## src/rtl/cla_nibble_serial_adder.sv

```systemverilog
// cla_nibble_serial_adder
// Multi-cycle WIDTH-bit adder controller around an external 4-bit
// carry-lookahead slice. Operands are latched on an accepted start, fed to
// the slice one nibble per cycle (LSB first), and the slice's sum/carry are
// captured back into an assembled result with a chained carry.
module cla_nibble_serial_adder #(
  parameter int WIDTH = 16
) (
  input  logic             clk,
  input  logic             rst,
  input  logic             start,
  input  logic [WIDTH-1:0] op_a,
  input  logic [WIDTH-1:0] op_b,
  input  logic             op_cin,
  output logic             busy,
  output logic             done,
  output logic [WIDTH-1:0] result,
  output logic             result_cout,
  output logic [3:0]       cla_a,
  output logic [3:0]       cla_b,
  output logic             cla_cin,
  input  logic [3:0]       cla_sum,
  input  logic             cla_cout
);

  localparam int NIB  = WIDTH / 4;
  localparam int IDXW = $clog2(NIB);
  localparam logic [IDXW-1:0] LAST_IDX = IDXW'(NIB - 1);

  typedef enum logic [1:0] {
    S_IDLE,
    S_RUN,
    S_DONE
  } state_t;

  state_t           state;
  state_t           state_next;
  logic [WIDTH-1:0] a_reg;
  logic [WIDTH-1:0] b_reg;
  logic             carry;
  logic [IDXW-1:0]  idx;
  logic [IDXW+1:0]  bit_base;
  logic             accept;
  logic             last_step;

  // Bit offset of the nibble currently being processed.
  assign bit_base  = {idx, 2'b00};
  // A new add may start from IDLE or from the single DONE cycle, never mid-run.
  assign accept    = start && (state != S_RUN);
  // The step that captures the most significant nibble.
  assign last_step = (state == S_RUN) && (idx == LAST_IDX);

  // State register; a synchronous reset aborts any add in flight.
  always_ff @(posedge clk) begin
    if (rst) begin
      state <= S_IDLE;
    end else begin
      state <= state_next;
    end
  end

  // Next-state logic: run exactly NIB steps, then show one DONE cycle.
  always_comb begin
    state_next = state;
    case (state)
      S_IDLE:  if (accept) state_next = S_RUN;
      S_RUN:   if (last_step) state_next = S_DONE;
      S_DONE:  state_next = accept ? S_RUN : S_IDLE;
      default: state_next = S_IDLE;
    endcase
  end

  // Datapath: latch operands on accept, then capture one slice result per step.
  always_ff @(posedge clk) begin
    if (rst) begin
      a_reg       <= '0;
      b_reg       <= '0;
      carry       <= 1'b0;
      idx         <= '0;
      result      <= '0;
      result_cout <= 1'b0;
    end else if (accept) begin
      a_reg       <= op_a;
      b_reg       <= op_b;
      carry       <= op_cin;
      idx         <= '0;
      result      <= '0;
      result_cout <= 1'b0;
    end else if (state == S_RUN) begin
      result[bit_base +: 4] <= cla_sum;
      carry                 <= cla_cout;
      if (last_step) begin
        result_cout <= cla_cout;
        idx         <= '0;
      end else begin
        idx <= idx + 1'b1;
      end
    end
  end

  // Outputs: status flags from state, slice operands driven only while running.
  always_comb begin
    busy    = 1'b0;
    done    = 1'b0;
    cla_a   = 4'h0;
    cla_b   = 4'h0;
    cla_cin = 1'b0;
    case (state)
      S_RUN: begin
        busy    = 1'b1;
        cla_a   = a_reg[bit_base +: 4];
        cla_b   = b_reg[bit_base +: 4];
        cla_cin = carry;
      end
      S_DONE:  done = 1'b1;
      default: ;
    endcase
  end

endmodule
```

## config.mk

```make
export PLATFORM = sky130hd
export DESIGN_NAME = cla_nibble_serial_adder
export DESIGN_NICKNAME = d
export VERILOG_FILES = /design/src/rtl/cla_nibble_serial_adder.sv
export SDC_FILE = /design/constraint.sdc
export NUM_CORES = 1
export LEC_CHECK = 0
export ABC_CLOCK_PERIOD_IN_PS = 2700
export CORE_MARGIN = 8
export CORE_UTILIZATION = 49
export CTS_BUF_LIST = sky130_fd_sc_hd__clkbuf_8
export CTS_CLUSTER_SIZE = 40
export DETAILED_ROUTE_END_ITERATION = 7
export PLACE_DENSITY = 0.89
export SYNTH_ARGS = -nofsm -noshare
export SYNTH_HDL_FRONTEND = slang
export SYNTH_SLANG_ARGS = --single-unit
```

## constraint.sdc

```tcl
create_clock -name clk -period 2.7 [get_ports clk]
set_clock_uncertainty 0.05 [all_clocks]
set_input_delay 0.54 -clock clk [delete_from_list [all_inputs] [get_ports clk]]
set_output_delay 0.54 -clock clk [all_outputs]
set_load 0.02 [all_outputs]
```

; ---- Yosys cells after proc, flatten, opt, wreduce, memory -nomap -nowiden
; Cells that the tools add are included.
[classes]
shift = 4
n_reduce_logical = 7
muxes = 13
eq_ne = 6
add_sub_neg = 2
[ops]
columns = operator, n
row1 = variable part select 16 x 5 -> 4 bit, 2
row2 = bitwise mux 16 bit, 1
row3 = variable shift 4 x 6 -> 16 bit (first input constant), 1
row4 = variable part select 4 x 6 -> 16 bit, 1
row5 = 2-to-1 mux 4 bit, 2
row6 = 2-to-1 mux 1 bit, 6
row7 = 2-to-1 mux 2 bit, 3
row8 = negation 4 -> 6 bit, 1
row9 = one-hot mux 2 bit (3 select lines), 1
row10 = == test 2 bit (second input constant), 2
row11 = != test 2 bit (second input constant), 2
row12 = AND reduction 2 bit, 2
row13 = adder 2 x 1 -> 2 bit (second input constant), 1
row14 = == test 2 x 1 -> 1 bit (second input constant), 1
row15 = logical AND 1 bit, 2
row16 = logical NOT 2 bit, 1
row17 = != test 2 x 1 -> 1 bit (second input constant), 1
row18 = nonzero test 2 bit, 1
row19 = OR reduction 2 bit, 1
[totals]
regBits = 54
in_bits = 41
output_inout_bits = 28

; ---- Logic depth before layout (Yosys ltp)
[depth]
word_depth = 4
ltp_mapped = 7
depth_no_buf = 5

; ---- Least setup slack after synthesis
; OpenSTA, ideal clock, no wires.
[synth_path]
path_kind = reg-to-output
startpoint = register idx[0]
endpoint = output port cla_a[1]
path_slack_ns = 0.762
t_arrival_ns = 1.348
n_path_buf = 2
required_time_ns = 2.110
path_stages_with_launch = 5
cell_sequence = dfxtp_1 buf_6 buf_12 mux4_2 and2_1
[synth_via]
elab_chain_cells = 2
[synth_lines]
columns = item, line_no
row1 = "start, declared", 41  ; logic [IDXW-1:0] idx;
row2 = "start signal, assigned", 96  ; idx <= idx + 1'b1;
row3 = variable part select 16 x 5 -> 4 bit, 111  ; cla_a = a_reg[bit_base +: 4];
row4 = 2-to-1 mux 4 bit, 108  ; case (state)
row5 = "end, declared", 19  ; output logic [3:0] cla_a,
; No other way between the ends.

; ---- Worst setup path in the final report
[layout_path]
startpoint = register state[0]
endpoint = output port cla_cin
[layout_via]
elab_chain_cells = 2
[layout_lines]
columns = item, line_no
row1 = "start, declared", 36  ; state_t state;
row2 = "start signal, assigned", 58  ; state <= state_next;
row3 = == test 2 x 1 -> 1 bit, 108
row4 = 2-to-1 mux 1 bit, 108
row5 = "end, declared", 21  ; output logic cla_cin,
; No other way between the ends.

==> results.md <==
* Finish-stage setup viols at 0
* Final hold vios at 0
* Commonest cells after routing, fill and taps aside: clkdlybuf4s50_1 (60), dfxtp_1 (54), a21oi_1 (46), nand3_1 (35), o21ai_0 (31)
* IO Count at 69
* Number of synthesized flops with an enable pin at 0
* #FFs+latches synth at 54
* Largest family of logic cells by synthesized area: simple AND/OR/NAND/NOR gates
* Pin count of the biggest net entering global routing at 44
* Vias per cell at 5.72
* Port bufs at 68
* Synth Area in Adders at 3.05%
* Via count at 2266
* Total CTS buffers at 5
* HP Start: result[1]
* Fillers at 393
* Drt wl/cell at 17.0 um
* Post-synthesis sequential area ratio at 43.9%
* Crit Path Max Fanout at 39
* Mapped Nets at 316
* Root buf cell: clkbuf_8
* Synth Flop Type: dfxtp_1
* Reg area at 1080 um2
* Global placement routability congestion at 0.901
* Worst hold endpoint: result[1]
* R2R depth at 6
* Synth cell types at 38
* Initial Util at 51.4%
* Yosys warning count at 0
* F_max at 387 MHz
* Synth Area in Compound Gates at 19.4%
* Hold-fix buffers, CTS at 0
* Post-synthesis simple-gate area fraction at 19.8%
* Final WL at 6720 um
* 1st-iter DRT viols at 299
* Crit. End Element: primary output
* Final Total Pwr at 1.56 mW
* Die Wd at 86.9 um
* Die footprint at 7550 um2
* Total core area at 4790 um2
* Syn_area_per_cell at 9.15 um2
* CTS tree: yes
* # Post-CTS Setup Buffers at 0
* Clock tree buffer depth at 2
* Tmin final at 2590 ps
* Ant. Diodes at 0
* Pre-Repair DR Iteration Count at 4
* Area taken by multi-input logic gates at 1230 um2
* Async SR Flop Fraction at 0%
* Power Density at 477 nW/um2
* Reg clk slew, reported paths at 90 ps
* HPWL after DPL at 4610 um
* R2R setup slack at 500 ps
* Die H at 86.9 um
* Worst skew pair latency at 310 ps
* First-pass GRT wire length at 11000 um
* H-Tree Depth at 2
* Hold crit path type: reg -> reg
* Gate Count Post-Synth at 269
* XOR/XNOR Fraction of Synth Area at 0%
* Initial antenna violation count at 0
* Commonest non-fill, non-tap cell in the layout: clkdlybuf4s50_1
* Startpoint types: register
* Max-slew violation count at 0
* Max-cap viol count at 0
* Reg2reg end: result[2]
* Routed Antenna Nets at 0
* Row count at 25
* Tcrit/Tclk final at 95.8%
* RSZ-0062 raised after global routing: no
* Tightest Pin Transition at 822 ps
* Cell Area, Synth at 2460 um2
* Layout area overhead at 33.1%
* VDD IR max at 379 uV
* Crit path arrival time at 2000 ps
* Static leakage at 1.25 nW
* Total GRT Usage at 18.2%
* Worst r2r src: idx[1]
* Crit Path Category: reg -> out
* Global route overflow at 0
* Hold path cells at 2
* Slew HR at 45.1%
* Proportion of synthesized area in mux cells at 7.73%
* Vias in the first global route at 2226
* Outcome: finished, final reports clean
* Layout cells sized above 1 at 9.12%
* Setup TNS at 0 ps
* DRC violations left at 0
* Worst Path Required at 2110 ps
* Final #Nets at 375
* Clock sink count at 54
==> repair_timing <==
item,4_1_cts,5_1_grt
pin swaps,0,0
resized for setup,1,9
gates cloned,0,0
endpoints found under the hold margin,0,0
setup endpoints to repair,4,9
==> layout make-up <==
| cell class | instances | share of cell area, % |
|---|---|---|
| multi-input cells | 185 | 37.5 |
| flip-flops and latches | 54 | 33.0 |
| repair buffers | 77 | 23.6 |
| well taps | 67 | 2.56 |
| clock buffers | 5 | 2.10 |
| clock inverters | 3 | 0.649 |
| inverters | 5 | 0.649 |
==> worst max-delay path by stage <==
stage | from | to
after floorplan | idx[0] | cla_a[1]
after global placement | idx[0] | cla_a[0]
after detailed placement | idx[0] | cla_a[2]
after CTS | idx[0] | cla_a[0]
after global routing | state[0] | cla_cin
final | state[0] | cla_cin
==> critical path: stages (launching register included) <==
cell             delay [ps]
dfxtp_1                 460
nand2b_1                150
inv_4                   280
and2_1                  190
clkdlybuf4s50_1         600
==> cells in the mapped netlist (2+ instances only) <==
library cell	number	share of area, %
inv_1	4	0.61
a32o_1	6	2.4
o21ai_0	31	6.3
mux4_2	8	7.3
o21ai_1	2	0.41
dfxtp_1	54	44
buf_4	2	0.61
ha_1	6	3.1
nand3b_1	3	0.92
nand4_1	8	2.0
a21oi_1	46	9.4
nand2_1	13	2.0
and2_1	9	2.3
nand3_1	35	7.1
nand4bb_1	2	0.92
clkbuf_1	15	2.3
buf_2	4	0.81
==> per-layer routing <==
| layer | track usage (%) | routed length (um) | vias up |
|---|---|---|---|
| met5 | 0 | 0 | - |
| met4 | 7.04 | 148 | 0 |
| met3 | 4.34 | 368 | 13 |
| met2 | 30.5 | 3440 | 71 |
| met1 | 22.0 | 2770 | 1077 |
| li1 | - | - | 1105 |
==> power breakdown <==
| group | switching [mW] | total (mW) | internal (mW) |
|---|---|---|---|
| registers | 0.0189 | 0.850 | 0.831 |
| clock network | 0.265 | 0.448 | 0.183 |
| logic | 0.138 | 0.266 | 0.128 |
| total | 0.422 | 1.56 | 1.14 |
==> kinds of logic (layout without fill, tap and decap cells) <==
kind of cell               after synthesis  after routing
adders and majority gates                6              6
and+or+nand+nor                         82             82
AOI/OAI and AO/OA                       88             88
DFF                                     54             54
buffers and inverters                   30             90
muxes                                    9              9
==> per-stage QoR <==
stage / util [%] / hold WS (ps) / std cells / area, um2 / setup WS [ps]
after global placement: 66.1 / 392 / 388 / 3160 / 343
final: 68.5 / 408 / 396 / 3280 / 114
after floorplan: - / 401 / 269 / 2460 / 762
after global routing: 68.5 / 435 / 396 / 3280 / 18.0
after CTS: 68.0 / 413 / 396 / 3260 / 8.08
after detailed placement: 66.1 / 401 / 388 / 3160 / 333
Note: power is estimated with default switching activity, not from simulation.
